File: src/rtl/apb_master_bridge.sv
// apb_master_bridge: single-outstanding valid/ready command to APB SETUP/ACCESS requester.
// Optional ACCESS watchdog is built in when APB_MASTER_TIMEOUT_EN is defined.
module apb_master_bridge #(
    parameter int NSLV    = 4,
    parameter int SEL_LSB = 6,
    parameter int TIMEOUT = 16
) (
    input  logic            PCLK,
    input  logic            PRESETn,
    input  logic            cmd_valid,
    output logic            cmd_ready,
    input  logic            cmd_write,
    input  logic [63:0]     cmd_addr,
    input  logic [63:0]     cmd_wdata,
    output logic            rsp_valid,
    output logic [63:0]     rsp_rdata,
    output logic            rsp_err,
    output logic [NSLV-1:0] PSEL,
    output logic            PENABLE,
    output logic            PWRITE,
    output logic [63:0]     PADDR,
    output logic [63:0]     PWDATA,
    input  logic [63:0]     PRDATA,
    input  logic            PREADY,
    input  logic            PSLVERR
);
    localparam int IW = (NSLV > 1) ? $clog2(NSLV) : 1;
    localparam int HI = SEL_LSB + IW;

    if (TIMEOUT < 1) begin : g_bad_timeout
        $error("apb_master_bridge: TIMEOUT must be at least 1");
    end

    typedef enum logic [1:0] {IDLE, SETUP, ACCESS} state_t;
    state_t state;

    logic [IW-1:0]   sel_idx;
    logic            dec_err;
    logic [NSLV-1:0] sel_onehot;

    // Any address bit above the slave-index field, or an index past the last slave, is unmapped.
    always_comb begin
        sel_idx    = cmd_addr[SEL_LSB +: IW];
        dec_err    = (|(cmd_addr >> HI)) || (32'(sel_idx) >= 32'(NSLV));
        sel_onehot = '0;
        for (int i = 0; i < NSLV; i++) begin
            if (sel_idx == IW'(i)) sel_onehot[i] = 1'b1;
        end
    end

`ifdef APB_MASTER_TIMEOUT_EN
    localparam int TW = $clog2(TIMEOUT + 1);
    logic [TW-1:0] tmo_cnt;
`endif

    always_ff @(posedge PCLK or negedge PRESETn) begin
        if (!PRESETn) begin
            state     <= IDLE;
            cmd_ready <= 1'b0;
            rsp_valid <= 1'b0;
            rsp_rdata <= '0;
            rsp_err   <= 1'b0;
            PSEL      <= '0;
            PENABLE   <= 1'b0;
            PWRITE    <= 1'b0;
            PADDR     <= '0;
            PWDATA    <= '0;
`ifdef APB_MASTER_TIMEOUT_EN
            tmo_cnt   <= '0;
`endif
        end else begin
            rsp_valid <= 1'b0;
            case (state)
                IDLE: begin
                    if (cmd_valid && cmd_ready) begin
                        cmd_ready <= 1'b0;
                        if (dec_err) begin
                            rsp_valid <= 1'b1;
                            rsp_err   <= 1'b1;
                            rsp_rdata <= '0;
                        end else begin
                            PADDR   <= cmd_addr;
                            PWRITE  <= cmd_write;
                            PWDATA  <= cmd_wdata;
                            PSEL    <= sel_onehot;
                            PENABLE <= 1'b0;
                            state   <= SETUP;
                        end
                    end else begin
                        // Also covers the response cycle: ready comes back one edge later.
                        cmd_ready <= 1'b1;
                    end
                end
                SETUP: begin
                    PENABLE <= 1'b1;
                    state   <= ACCESS;
`ifdef APB_MASTER_TIMEOUT_EN
                    tmo_cnt <= '0;
`endif
                end
                ACCESS: begin
                    if (PREADY) begin
                        PSEL      <= '0;
                        PENABLE   <= 1'b0;
                        rsp_valid <= 1'b1;
                        rsp_err   <= PSLVERR;
                        rsp_rdata <= PWRITE ? 64'd0 : PRDATA;
                        state     <= IDLE;
                    end
`ifdef APB_MASTER_TIMEOUT_EN
                    else if (tmo_cnt == TW'(TIMEOUT - 1)) begin
                        PSEL      <= '0;
                        PENABLE   <= 1'b0;
                        rsp_valid <= 1'b1;
                        rsp_err   <= 1'b1;
                        rsp_rdata <= '0;
                        state     <= IDLE;
                    end else begin
                        tmo_cnt <= tmo_cnt + 1'b1;
                    end
`endif
                end
                default: state <= IDLE;
            endcase
        end
    end
endmodule

File: config.mk
export PLATFORM = sky130hd
export DESIGN_NAME = apb_master_bridge
export DESIGN_NICKNAME = d
export VERILOG_FILES = /design/src/rtl/apb_master_bridge.sv
export SDC_FILE = /design/constraint.sdc
export NUM_CORES = 1
export LEC_CHECK = 0
export CORE_UTILIZATION = 30
export DETAILED_ROUTE_END_ITERATION = 10
export SETUP_SLACK_MARGIN = 0.5
export SYNTH_ARGS = -nofsm -noshare
export SYNTH_HDL_FRONTEND = slang
export SYNTH_SLANG_ARGS = --single-unit
File: constraint.sdc
create_clock -name PCLK -period 2 [get_ports PCLK]
set_input_delay 0.3 -clock PCLK [delete_from_list [all_inputs] [get_ports PCLK]]
set_output_delay 0.3 -clock PCLK [all_outputs]
set_load 0.05 [all_outputs]
==> out/results.tsv, run 1 <==
stage	metric	value	unit
yosys	avgSynthCellArea	12.9	µm²
detailed_routing	vias	6265	
floorplan	die-area	27200	µm²
sta	max_freq	548	MHz
floorplan	ioPinCount	399	
detailed_routing	drt-total-wl	25.1	mm
detailed_routing	wl_per_cell	17.5	µm
global_routing	grt_pass1_vias	6304	
sta	timing.setup.tns	0	ns
global_routing	grt_use_total	17.2	%
yosys	ys_types	32	
floorplan	die_h	165	µm
detailed_routing	vias_per_cell	4.36	
sta	setup_viol	0	
sta	holdWs	0.337	ns
hold_path	hp-class	primary input to asynchronous set/reset pin	
setup_path	r2r_cells	8	
place	gp_congestion	0.769	
yosys	synth.area.top_cells	dfrtp_1 64%, mux2_2 9.1%, mux2i_1 8.0%, and2_1 4.4%, nand2_1 3.4%	
clocking	cts-root-buf	clkbuf_16	
sta	slew_headroom	67.1	%
power_and_ir_drop	cellPowerDensity	678	nW/µm²
global_routing	grt_max_degree	57	
clocking	cts_buffers	24	
setup_path	crit_fanout	9	
place	pre_cts_slack	-0.554	ns
global_routing	grt_overflow_total	0	
sta	setup_ws	0.175	ns
cells_and_area	drive_above_1_share	38.8	%
yosys	synthFlopType	dfrtp_1	
sta	period_needed	1.82	ns
clocking	insertion_delay	0.50	ns
cells_and_area	nets	1286	
sta	tightest_slew	0.494	ns
setup_path	reg2reg_from	state[1]$_DFFE_PN0P_	
global_routing	grt_pass1_wl	36.1	mm
detailed_routing	dr.pass1.iters	4	
yosys	synth_seq_cells	203	
setup_path	cp-end-kind	flop	
global_routing	antenna_found_initial	0	
job	max_cap_violations	0	
yosys	synth.top_cells.by_count	203 x dfrtp_1, 72 x nand2_1, 69 x inv_1	
setup_path	reg2reg_slack	0.18	ns
setup_path	critPathKind	flop to flop	
floorplan	core_area	26100	µm²
place	hpwl	17.3	mm
run_status	status	complete, no violations	
floorplan	initial_utilization	30.6	%
clocking	clock-sinks	203	
cells_and_area	insertedDiodeCount	0	
yosys	post_synth_inst_count	617	
detailed_routing	ant_nets	0	
clocking	clockBufferDepth	3	
yosys	synth_edf_count	0	
cells_and_area	areaGrowthSynthToFinish	66.1	%
yosys	yosysMostFrequentCell	dfrtp_1	
detailed_routing	initialDrtViolationCount	315	
yosys	yosysSeqAreaShare	63.8	%
setup_path	cp-start-kind	flop	
place	port_buffers	398	
sta	hold_viol_final	0	
setup_path	worstReg2RegEnd	PSEL[2]$_DFFE_PN0P_	
setup_path	crit_arrival	2.26	ns
clocking	cts_tree	yes	
yosys	yosysWarnings	0	
yosys	syn_nets	818	
sta	final.period_utilization	91.2	%
setup_path	cp.required	2.43	ns
clocking	cts.clk_slew.worst_paths	0.06	ns
yosys	async_reset_ff_share	100	%
sta	skew	0.0114	ns
sta	rsz0062_at_grt	true	
sta	drv_slew	0	
clocking	htree_levels	1	
detailed_routing	route.detailed.drc	0	
yosys	synth_top_area_share	63.8	%
floorplan	rows	59	
power_and_ir_drop	ir_worst_vdd	0.000670	V
floorplan	die_w	165	µm
yosys	synth.cell_area	7960	µm²
power_and_ir_drop	p_leak	7.10	nW
yosys	yosysTopAreaCell	dfrtp_1	
[layer usage]
| metal | wire (µm) | GRT usage (%) | up-vias |
|---|---|---|---|
| met2 | 12800 | 30.2 | 225 |
| met5 | 0 | 0 | - |
| met3 | 1610 | 3.87 | 42 |
| met1 | 10000 | 20.9 | 3054 |
| met4 | 665 | 5.13 | 0 |
| li1 | - | - | 2944 |
[worst max path at each step]
| stage | start | to | slack, ns | depth (start not counted) |
|---|---|---|---|---|
| after floorplan | cmd_addr[17] | rsp_rdata[0]$_DFFE_PN0P_ | 0.11 | 7 |
| after global placement | cmd_addr[57] | rsp_rdata[61]$_DFFE_PN0P_ | -0.48 | 9 |
| after detailed placement | cmd_addr[57] | rsp_rdata[56]$_DFFE_PN0P_ | -0.55 | 9 |
| after CTS | state[0]$_DFFE_PN0P_ | rsp_rdata[3]$_DFFE_PN0P_ | 0.14 | 8 |
| after global routing | state[1]$_DFFE_PN0P_ | rsp_rdata[56]$_DFFE_PN0P_ | 0.09 | 9 |
| final | state[1]$_DFFE_PN0P_ | PSEL[2]$_DFFE_PN0P_ | 0.18 | 8 |
[sequential cells by signal, indices dropped and copies added (netlist names)]
register   flops
PADDR         64
PENABLE        1
PSEL           4
PWDATA        64
PWRITE         1
cmd_ready      1
rsp_err        1
rsp_rdata     64
rsp_valid      1
state          2
[final cells by class]
type	count	area, µm²
fill	2352	12800
sequential	203	5080
timing repair buffer	471	4040
multi-input combinational	316	2660
clock buffer	36	717
tap	335	419
inverter	69	259
clock inverter	8	48.8
[worst max-delay path, cell delays in order (launching register included)]
cell	delay [ns]
dfrtp_1	0.41
inv_2	0.09
ha_4	0.14
and3_4	0.20
nand4_4	0.10
buf_12	0.17
buf_6	0.12
or3_4	0.39
o2bb2ai_2	0.12
[cells in the final DEF, fill, tap and decap left out, drive strengths merged, types with 3 or more instances in the layout]
cell / count
ha: 3
dlygate4sd2: 25
inv: 70
clkbuf: 98
buf: 219
nand2: 72
mux2: 74
and2: 56
nor4: 12
nor2: 8
nor2b: 3
nand4: 4
mux2i: 64
dlymetal6s2s: 9
dfrtp: 203
clkinv: 6
clkdlybuf4s15: 15
clkdlybuf4s50: 140
[what timing repair did]
action	in CTS	in global routing
cloned	5	9
setup endpoints to repair	397	251
buffers inserted	13	16
endpoints found under the hold margin	50	0
gates resized for setup	887	146
pin swaps	17	20
hold buffers	1	0
[cells by family after synthesis]
group	after synthesis	synth area share, %
flip-flops	203	63.8
AND/OR/NAND/NOR	162	10.4
multiplexers	138	18.5
buffers and inverters	98	5.61
AO/OA/AOI/OAI	13	1.19
adder cells (fa/ha/maj)	3	0.472
[power breakdown]
group | switching [mW] | internal [mW] | leakage [nW]
clock | 1.69 | 2.48 | 0.381
sequential | 0.00190 | 4.11 | 2.83
combinational | 0.249 | 0.437 | 3.89
total | 1.94 | 7.03 | 7.10
[metrics by stage]
stage | instances | cell area, µm² | total power, mW | util [%]
after floorplan | 617 | 8120 | 4.31 | -
after global placement | 1350 | 12600 | 4.84 | 48.3
after detailed placement | 1350 | 12600 | 4.84 | 48.3
after CTS | 1413 | 12900 | 9.09 | 49.5
after global routing | 1438 | 13200 | 9.32 | 50.7
final | 1438 | 13200 | 8.96 | 50.7
Power figures use the tool's default switching activity.
==> run 2: changes to the inputs <==
--- a/config.mk
+++ b/config.mk
@@ -5,8 +5,10 @@
 export SDC_FILE = /design/constraint.sdc
 export NUM_CORES = 1
 export LEC_CHECK = 0
+export CORE_MARGIN = 8
 export CORE_UTILIZATION = 30
 export DETAILED_ROUTE_END_ITERATION = 10
+export GPL_TIMING_DRIVEN = 0
 export SETUP_SLACK_MARGIN = 0.5
 export SYNTH_ARGS = -nofsm -noshare
 export SYNTH_HDL_FRONTEND = slang
==> run 2 against run 1 <==
Global-route usage is 1.0 points lower; combinational power up 3.5%; setup slack lost 0.075 ns; cell area rose by 2.5%; largest power group unchanged; final cell count increased by 0.42%.
==> out/results.tsv, run 2 (synthesized netlist as in run 1, its figures left out) <==
stage	metric	value	unit	change
floorplan	die_w	179	µm	was 165 µm
cells_and_area	layout_commonest_cell	dfrtp_1		unchanged
clocking	insertion_delay	0.52	ns	was 0.50 ns
clocking	cts_buffers	24		unchanged
detailed_routing	ant_nets	0		unchanged
detailed_routing	dr.pass1.iters	4		unchanged
power_and_ir_drop	ir_worst_vdd	0.000540	V	was 0.000670 V
global_routing	grt_use_total	16.2	%	was 17.2%
sta	max_freq	527	MHz	was 548 MHz
cells_and_area	final_cell_mix	203 x dfrtp_1, 155 x clkdlybuf4s50_1, 135 x buf_2, 71 x nand2_1, 69 x clkbuf_2		was 203 x dfrtp_1, 150 x buf_2, 140 x clkdlybuf4s50_1, 72 x nand2_1, 67 x inv_1
setup_path	startpoint	state[0]$_DFFE_PN0P_		was state[1]$_DFFE_PN0P_
cells_and_area	areaGrowthSynthToFinish	70.2	%	was 66.1%
power_and_ir_drop	cellPowerDensity	698	nW/µm²	was 678 nW/µm²
sta	setup_viol	0		unchanged
floorplan	ioPinCount	399		unchanged
sta	final.period_utilization	95.0	%	was 91.2%
cells_and_area	top_regs	PADDR (64), PWDATA (64), rsp_rdata (64)		unchanged
detailed_routing	initialDrtViolationCount	220		was 315
power_and_ir_drop	p_leak	7.18	nW	was 7.10 nW
cells_and_area	fillers	2343		was 2352
cells_and_area	drive_above_1_share	42.7	%	was 38.8%
detailed_routing	drt-total-wl	27.3	mm	was 25.1 mm
floorplan	die-area	32000	µm²	was 27200 µm²
sta	period_needed	1.90	ns	was 1.82 ns
floorplan	initial_utilization	30.6	%	unchanged
setup_path	cp-end-kind	flop		unchanged
floorplan	rows	59		unchanged
cells_and_area	finish.instance_area	13500	µm²	was 13200 µm²
power_and_ir_drop	power.total	9.45	mW	was 8.96 mW
sta	setup_ws	0.101	ns	was 0.175 ns
place	port_buffers	398		unchanged
global_routing	grt_pass1_vias	6753		was 6304
sta	tightest_slew	0.640	ns	was 0.494 ns
run_status	status	complete, no violations		unchanged
setup_path	cp.required	2.45	ns	was 2.43 ns
hold_path	hp-class	primary input to asynchronous set/reset pin		unchanged
sta	rsz0062_at_grt	true		unchanged
sta	hold_viol_final	0		unchanged
setup_path	cp-start-kind	flop		unchanged
floorplan	core_area	26100	µm²	unchanged
place	placed_cell_area	12600	µm²	about the same
global_routing	grt_overflow_total	0		unchanged
clocking	clockBufferDepth	3		unchanged
clocking	htree_levels	1		unchanged
sta	skew	0.0104	ns	was 0.0114 ns
setup_path	crit_arrival	2.35	ns	was 2.26 ns
clocking	clock-sinks	203		unchanged
global_routing	antenna_found_initial	0		unchanged
detailed_routing	wl_per_cell	18.9	µm	was 17.5 µm
place	hpwl	19.9	mm	was 17.3 mm
clocking	cts.clk_slew.worst_paths	0.06	ns	about the same
setup_path	r2r_cells	8		unchanged
setup_path	critPathKind	flop to flop		unchanged
place	pre_cts_slack	-0.722	ns	was -0.554 ns
global_routing	grt_pass1_wl	40.2	mm	was 36.1 mm
detailed_routing	route.detailed.drc	0		unchanged
clocking	cts-root-buf	clkbuf_16		unchanged
setup_path	reg2reg_slack	0.10	ns	was 0.18 ns
cells_and_area	insertedDiodeCount	0		unchanged
setup_path	worstReg2RegEnd	PSEL[0]$_DFFE_PN0P_		was PSEL[2]$_DFFE_PN0P_
job	max_cap_violations	0		unchanged
cells_and_area	nets	1293		was 1286
setup_path	reg2reg_from	state[0]$_DFFE_PN0P_		was state[1]$_DFFE_PN0P_
detailed_routing	vias_per_cell	4.32		was 4.36
sta	drv_slew	0		unchanged
detailed_routing	vias	6238		was 6265
sta	slew_headroom	57.3	%	was 67.1%
clocking	cts_tree	yes		unchanged
place	gp_congestion	0.736		was 0.769
floorplan	die_h	179	µm	was 165 µm
setup_path	crit_fanout	6		was 9
global_routing	grt_max_degree	104		was 57
==> run 2: changes by cell type in the layout (fill, tap and decap cells not counted), sizes merged <==
cell / change
clkbuf: +15
bufinv: +4
clkdlybuf4s50: +15
clkdlybuf4s15: -12
clkinv: -1
buf: -7
dlymetal6s2s: -8
==> run 2: repair_timing <==
action                                 4_1_cts  5_1_grt
setup endpoints to repair                  402      402
endpoints found under the hold margin      102        0
buffers inserted                            27        5
cloned                                      11        6
hold buffers                                 1        0
pin swaps                                   23       48
resized for setup                          808      287
==> run 2: worst max-delay path, cell delays in order, from the launching register on <==
cell       delay [ns]
dfrtp_1          0.38
inv_2            0.12
ha_4             0.16
and3_4           0.20
nand4_4          0.15
buf_6            0.16
buf_12           0.14
or3_4            0.40
o2bb2ai_2        0.14
==> run 2: where the power goes <==
group	leakage [nW]	internal, mW	switching (mW)	total [mW]
Combinational	3.94	0.465	0.245	0.710
Sequential	2.83	4.11	0.00171	4.11
Clock	0.413	2.88	1.75	4.63
==> run 2: final cells by class <==
class | instances | area [µm²] | area share, %
Sequential cell | 203 | 5080 | 37.5
Inverter | 69 | 259 | 1.91
Buffer | 29 | 425 | 3.14
Timing Repair Buffer | 449 | 3710 | 27.4
Clock buffer | 32 | 671 | 4.95
Multi-Input combinational cell | 316 | 2800 | 20.7
Tap cell | 335 | 419 | 3.09
Clock inverter | 11 | 176 | 1.30
==> run 2: metal layers <==
metal	vias up	wire, µm	GRT usage (%)
met2	230	14100	28.8
li1	2960	-	-
met5	-	0	0
met3	38	2430	5.16
met1	3010	10100	18.1
met4	0	625	4.93
==> run 2: worst max-delay path by stage <==
stage	to	slack, ns
6_report	PSEL[0]$_DFFE_PN0P_	0.10
3_5_place_dp	rsp_rdata[49]$_DFFE_PN0P_	-0.72
4_1_cts	PSEL[2]$_DFFE_PN0P_	0.14
2_1_floorplan	rsp_rdata[0]$_DFFE_PN0P_	0.11
3_3_place_gp	PWDATA[38]$_DFFE_PN0P_	-8.54
5_1_grt	rsp_rdata[50]$_DFFE_PN0P_	0.02
==> run 2: metrics by stage <==
step	utilization, %	hold WS (ns)	instances	TNS (ns)
finish	52.0	0.306	1444	0
global route	52.0	0.323	1444	0
CTS	51.3	0.312	1433	0
detailed placement	48.2	0.388	1351	-106.16
global placement	48.0	0.468	1350	-1830.35
floorplan	-	0.00441	617	0
==> run 3: changes to the inputs <==
--- a/config.mk
+++ b/config.mk
@@ -6,9 +6,11 @@
 export NUM_CORES = 1
 export LEC_CHECK = 0
 export CORE_MARGIN = 8
-export CORE_UTILIZATION = 30
+export CORE_UTILIZATION = 40
 export DETAILED_ROUTE_END_ITERATION = 10
 export GPL_TIMING_DRIVEN = 0
+export MAX_ROUTING_LAYER = met4
+export PLACE_DENSITY = 0.8
 export SETUP_SLACK_MARGIN = 0.5
 export SYNTH_ARGS = -nofsm -noshare
 export SYNTH_HDL_FRONTEND = slang
==> run 3 against run 2 <==
Fmax down 0.85%; critical path depth is 1 higher; clock-buffer cell count shrank 7; power shrank 1.3%; first-iteration DRC count fell by 13%; largest cell class unchanged.
==> out/results.tsv, run 3 (synthesized netlist as in run 1, its figures left out) <==
stage	metric	value	unit	change
run_status	status	complete, no violations		unchanged
floorplan	ioPinCount	399		unchanged
floorplan	die_w	157	µm	was 179 µm
sta	period_needed	1.92	ns	was 1.90 ns
detailed_routing	initialDrtViolationCount	192		was 220
detailed_routing	route.detailed.drc	0		unchanged
clocking	insertion_delay	0.50	ns	was 0.52 ns
setup_path	cp.required	2.40	ns	was 2.45 ns
detailed_routing	ant_nets	0		unchanged
clocking	clock-sinks	203		unchanged
cells_and_area	finish.instance_area	13100	µm²	was 13500 µm²
global_routing	grt_pass1_wl	40.7	mm	was 40.2 mm
detailed_routing	wl_per_cell	20.2	µm	was 18.9 µm
global_routing	grt_pass1_vias	7182		was 6753
place	placed_cell_area	12500	µm²	was 12600 µm²
cells_and_area	top_regs	PADDR (64), PWDATA (64), rsp_rdata (64)		unchanged
setup_path	crit_chain	clkdlybuf4s50_1 > or4_4 > nor2_4 > nand4_1 > o211ai_1 > buf_4 > buf_6 > buf_12 > mux2i_1		was inv_2 > ha_4 > and3_4 > nand4_4 > buf_6 > buf_12 > or3_4 > o2bb2ai_2
cells_and_area	nets	1273		was 1293
power_and_ir_drop	p_leak	7.01	nW	was 7.18 nW
setup_path	cp-end-kind	flop		unchanged
sta	rsz0062_at_grt	true		unchanged
sta	max_freq	522	MHz	was 527 MHz
job	max_cap_violations	0		unchanged
power_and_ir_drop	ir_worst_vdd	0.000575	V	was 0.000540 V
sta	setup_viol	0		unchanged
cells_and_area	drive_above_1_share	37.8	%	was 42.7%
sta	hold_viol_final	0		unchanged
sta	timing.setup.tns	0	ns	unchanged
setup_path	reg2reg_slack	0.13	ns	was 0.10 ns
floorplan	die_h	157	µm	was 179 µm
setup_path	slowest_stage	or4_4		was or3_4
global_routing	grt_overflow_total	0		unchanged
setup_path	crit_arrival	2.32	ns	was 2.35 ns
global_routing	antenna_found_initial	2		was 0
clocking	clockBufferDepth	3		unchanged
setup_path	slowest_delay	0.43	ns	was 0.40 ns
sta	holdWs	0.342	ns	was 0.306 ns
place	port_buffers	398		unchanged
sta	slew_headroom	53.9	%	was 57.3%
sta	final.period_utilization	95.8	%	was 95.0%
place	hpwl	20.2	mm	was 19.9 mm
cells_and_area	final_cell_mix	203 x dfrtp_1, 150 x clkdlybuf4s50_1, 114 x buf_2, 81 x clkbuf_2, 72 x nand2_1		was 203 x dfrtp_1, 155 x clkdlybuf4s50_1, 135 x buf_2, 71 x nand2_1, 69 x clkbuf_2
detailed_routing	dr.pass1.iters	4		unchanged
sta	tightest_slew	0.692	ns	was 0.640 ns
floorplan	die-area	24700	µm²	was 32000 µm²
cells_and_area	layout_commonest_cell	dfrtp_1		unchanged
clocking	cts-root-buf	clkbuf_16		unchanged
sta	skew	0.00761	ns	was 0.0104 ns
place	numPlacedInstances	1281		was 1351
clocking	htree_levels	1		unchanged
clocking	cts_buffers	23		was 24
floorplan	initial_utilization	40.8	%	was 30.6%
detailed_routing	vias_per_cell	4.69		was 4.32
floorplan	rows	51		was 59
detailed_routing	drt-total-wl	27.4	mm	was 27.3 mm
clocking	cts_tree	yes		unchanged
place	gp_congestion	0.819		was 0.736
detailed_routing	vias	6357		was 6238
hold_path	hp-class	primary input to flop		was primary input to asynchronous set/reset pin
power_and_ir_drop	cellPowerDensity	714	nW/µm²	was 698 nW/µm²
cells_and_area	areaGrowthSynthToFinish	64.2	%	was 70.2%
setup_path	critPathKind	primary input to flop		was flop to flop
cells_and_area	layoutNonFillerInstCount	1354		was 1444
cells_and_area	finalCoreUtilization	66.9	%	was 52.0%
setup_path	cp-start-kind	primary input		was flop
sta	drv_slew	0		unchanged
global_routing	grt_max_degree	115		was 104
floorplan	core_area	19500	µm²	was 26100 µm²
global_routing	grt_use_total	22.1	%	was 16.2%
clocking	cts.clk_slew.worst_paths	0.06	ns	about the same
setup_path	crit_fanout	5		was 6
-- run 3: where the power goes --
group	switching, mW	total (mW)	leakage [nW]	internal, mW
clock	1.71	4.53	0.401	2.83
sequential	0.00172	4.11	2.83	4.11
combinational	0.245	0.685	3.78	0.440
total	1.95	9.33	7.01	7.38
-- run 3: metal layers --
layer  GRT usage, %  wire length, µm
met1           22.6             9550
met2           40.3            14700
met3           6.09             2140
met4           7.75              990
met5              -                0
-- run 3: repair_timing --
item,CTS,global route
buffers inserted,13,7
gates cloned,10,0
endpoints found under the hold margin,89,0
setup endpoints to repair,403,411
hold buffers,1,0
pin swaps,34,21
gates resized for setup,786,181
-- run 3: critical path, delay by kind of cell --
family / cells / cell delay, ns
mux: 1 / 0.22
buf+inv: 4 / 0.83
compound gates: 1 / 0.19
simple gates: 3 / 0.77
-- run 3: area by class of cell --
| class | count | area (µm²) |
|---|---|---|
| diodes | 1 | 2.50 |
| plain buffers | 29 | 387 |
| clock buffers | 25 | 603 |
| clock inverters | 16 | 216 |
| fillers | 1517 | 6450 |
| inverters | 69 | 259 |
| multi-input cells | 316 | 2720 |
| flip-flops and latches | 203 | 5080 |
| well taps | 265 | 332 |
| repair buffers | 430 | 3480 |
-- run 3: worst paths after layout --
check | start | to | depth (start not counted)
worst min register to register | PADDR[8]$_DFFE_PN0P_ | PADDR[8]$_DFFE_PN0P_ | 1
worst max register to register | state[1]$_DFFE_PN0P_ | rsp_rdata[35]$_DFFE_PN0P_ | 9
worst min-delay path | PRDATA[46] | rsp_rdata[46]$_DFFE_PN0P_ | 3
worst max-delay path | cmd_addr[22] | rsp_rdata[35]$_DFFE_PN0P_ | 9
min in group asynchronous | PRESETn | PWDATA[38]$_DFFE_PN0P_ | 2
max in group asynchronous | PRESETn | rsp_rdata[22]$_DFFE_PN0P_ | 3
-- run 3: through the flow --
step	power, mW	setup WS, ns
finish	9.33	0.0846
global placement	4.80	-8.06
detailed placement	4.81	-0.774
global route	9.63	-0.0218
CTS	9.43	0.0820
floorplan	4.31	0.113
==> RTL edit (flow settings as in run 2) <==
The parameter `SEL_LSB` goes from 6 to 12.
--- a/src/rtl/apb_master_bridge.sv
+++ b/src/rtl/apb_master_bridge.sv
@@ -2,7 +2,7 @@
 // Optional ACCESS watchdog is built in when APB_MASTER_TIMEOUT_EN is defined.
 module apb_master_bridge #(
     parameter int NSLV    = 4,
-    parameter int SEL_LSB = 6,
+    parameter int SEL_LSB = 12,
     parameter int TIMEOUT = 16
 ) (
     input  logic            PCLK,
Function: changed (a bounded check fails within 4 cycles, from zero or initial values and one cycle with PRESETn low).
==> RTL edit against run 2 <==
The run now ends with setup timing left; first-iteration DRC count rose by 38%; area after synthesis is 3.0% higher; clock skew increased by 0.0028 ns; design area increased by 19%; sequential share of layout area is 6.0 points lower; synthesized cell count is 3.1% higher; hold slack gained 0.0046 ns; wire length is 31% higher; setup slack got worse by 0.10 ns; critical path depth up 1; sequential cell count unchanged.
Power is not compared: it rests on default switching activity, and its combinational part moved more than twofold at a synthesized area within 25%.
==> RTL edit: results (changes against run 2) <==
status: "complete, but fails checks"  # was finished, final reports clean
violations: "setup timing"
yosysSeqAreaShare_pct: 61.96  # was 63.81%
grt_usage_pct: 20.26  # was 16.18%
r2r_setup_slack_ns: -0.0001  # was 0.10 ns
grt_pass1_vias: 8115  # was 6753
postSynthCellCount: 636  # was 617
skew_ns: 0.01326  # was 0.01041 ns
max_stage_delay_ns: 0.43  # was 0.40 ns
layout_setup_ws_ns: -0.0001195  # was 0.1008 ns
reg2reg_to: "rsp_rdata[54]$_DFFE_PN0P_"  # was PSEL[0]$_DFFE_PN0P_
cp_slowest_cell: "dfrtp_2"  # was or3_4
worst_slew_pin_slew_ns: 0.6184  # was 0.6402 ns
top_regs: "PADDR: 64 flops, PWDATA: 64 flops, rsp_rdata: 64 flops"  # unchanged
hpwl_mm: 22.38  # was 19.89 mm
grt_first_pass_wirelength_mm: 52.12  # was 40.24 mm
setup_viol: 1  # was 0
synth_common_cells: "dfrtp_1 (203), nand2_1 (69), o21ai_0 (69)"  # was dfrtp_1 (203), nand2_1 (72), inv_1 (69)
routed.top_layer: "met4"  # unchanged
gr-usage-met1_pct: 23.28  # was 18.15%
wl_mm: 35.85  # was 27.34 mm
internal_power_mw: 11.85
gr-usage-met2_pct: 34.01  # was 28.77%
p_leak_nw: 7.914
synth_cell_types: 30  # was 32
synth_nets: 837  # was 818
place_ws_ns: -1.012  # was -0.7216 ns
dpl_cell_area_mm2: 0.01276  # was 0.01255 mm²
clk_latency_ns: 0.52  # about the same
gr-usage-met3_pct: 9.087  # was 5.160%
post_drt_wl_per_cell_um: 23.65  # was 18.94 µm
antenna_cells: 0  # unchanged
crit_arrival_ns: 2.39  # was 2.35 ns
reg2reg_from: "state[1]$_DFFE_PN0P_"  # was state[0]$_DFFE_PN0P_
nets: 1359  # was 1293
synthTopCellsByArea: "dfrtp_1 (62%), mux2_4 (11%), o31ai_1 (5.9%)"  # was dfrtp_1 (64%), mux2_2 (9.1%), mux2i_1 (8.0%)
first_pass_iters: 4  # unchanged
grt_max_degree: 110  # was 104
drt-initial-drc-count: 304  # was 220
crit_path_max_fanout: 9  # was 6
power-top-group: "combinational cells"
fillers: 2102  # was 2343
hold_ws_ns: 0.3108  # was 0.3062 ns
routabilityCongestion: 0.8415  # was 0.7359
wl_met2_mm: 17.29  # was 14.14 mm
crit_family: "compound AO/OA/AOI/OAI gates"  # was simple AND/OR/NAND/NOR gates
startpoint: "state[1]$_DFFE_PN0P_"  # was state[0]$_DFFE_PN0P_
drive_gt1_share_pct: 60.00  # was 42.74%
wl_met1_mm: 13.71  # was 10.15 mm
rr_worst_depth: 9  # was 8
met3_length_mm: 3.786  # was 2.428 mm
viasPerCell: 4.885  # was 4.320
-- RTL edit: cell types whose count changed after synthesis, moves of 4 or more --
cell	run 2	this run
o31ai_1	0	64
inv_1	69	3
mux2_2	64	20
mux2_1	10	0
and2_1	56	50
mux2_4	0	60
clkbuf_1	15	32
mux2i_1	64	0
buf_6	10	6
o21ai_0	2	69
buf_2	0	8
nand3_1	0	4
-- RTL edit: logic make-up after synthesis --
family | after synthesis | synth area share [%]
flip-flops | 203 | 61.96
AND/OR/NAND/NOR | 153 | 9.660
AO/OA/AOI/OAI | 144 | 11.05
multiplexers | 80 | 13.73
buffers and inverters | 53 | 3.144
adder cells (fa/ha/maj) | 3 | 0.4579
-- RTL edit: repair_timing --
| item | in CTS | in global routing |
|---|---|---|
| buffers inserted | 49 | 11 |
| hold buffers | 1 | 0 |
| gates cloned | 35 | 1 |
| pin swaps | 111 | 47 |
| gates resized for setup | 1564 | 249 |
| setup endpoints to repair | 403 | 359 |
| endpoints found under the hold margin | 94 | 0 |
-- RTL edit: through the flow --
| step | total power, mW | setup TNS [ns] | utilization (%) |
|---|---|---|---|
| floorplan | 9.190 | -2.368 | - |
| CTS | 18.66 | 0 | 56.04 |
| global placement | 11.89 | -1868.61 | 47.37 |
| finish | 20.61 | -0.0001195 | 60.04 |
| detailed placement | 11.92 | -163.66 | 47.50 |
| global route | 21.35 | -0.2595 | 60.04 |
-- RTL edit: area by class of cell --
cell class | instances | area, µm² | area share, %
inverters | 3 | 11.26 | 0.06978
multi-input cells | 380 | 4384 | 27.17
well taps | 341 | 426.7 | 2.644
clock inverters | 8 | 72.57 | 0.4497
repair buffers | 496 | 4532 | 28.08
plain buffers | 50 | 903.4 | 5.598
flip-flops and latches | 203 | 5084 | 31.50
clock buffers | 35 | 723.2 | 4.482
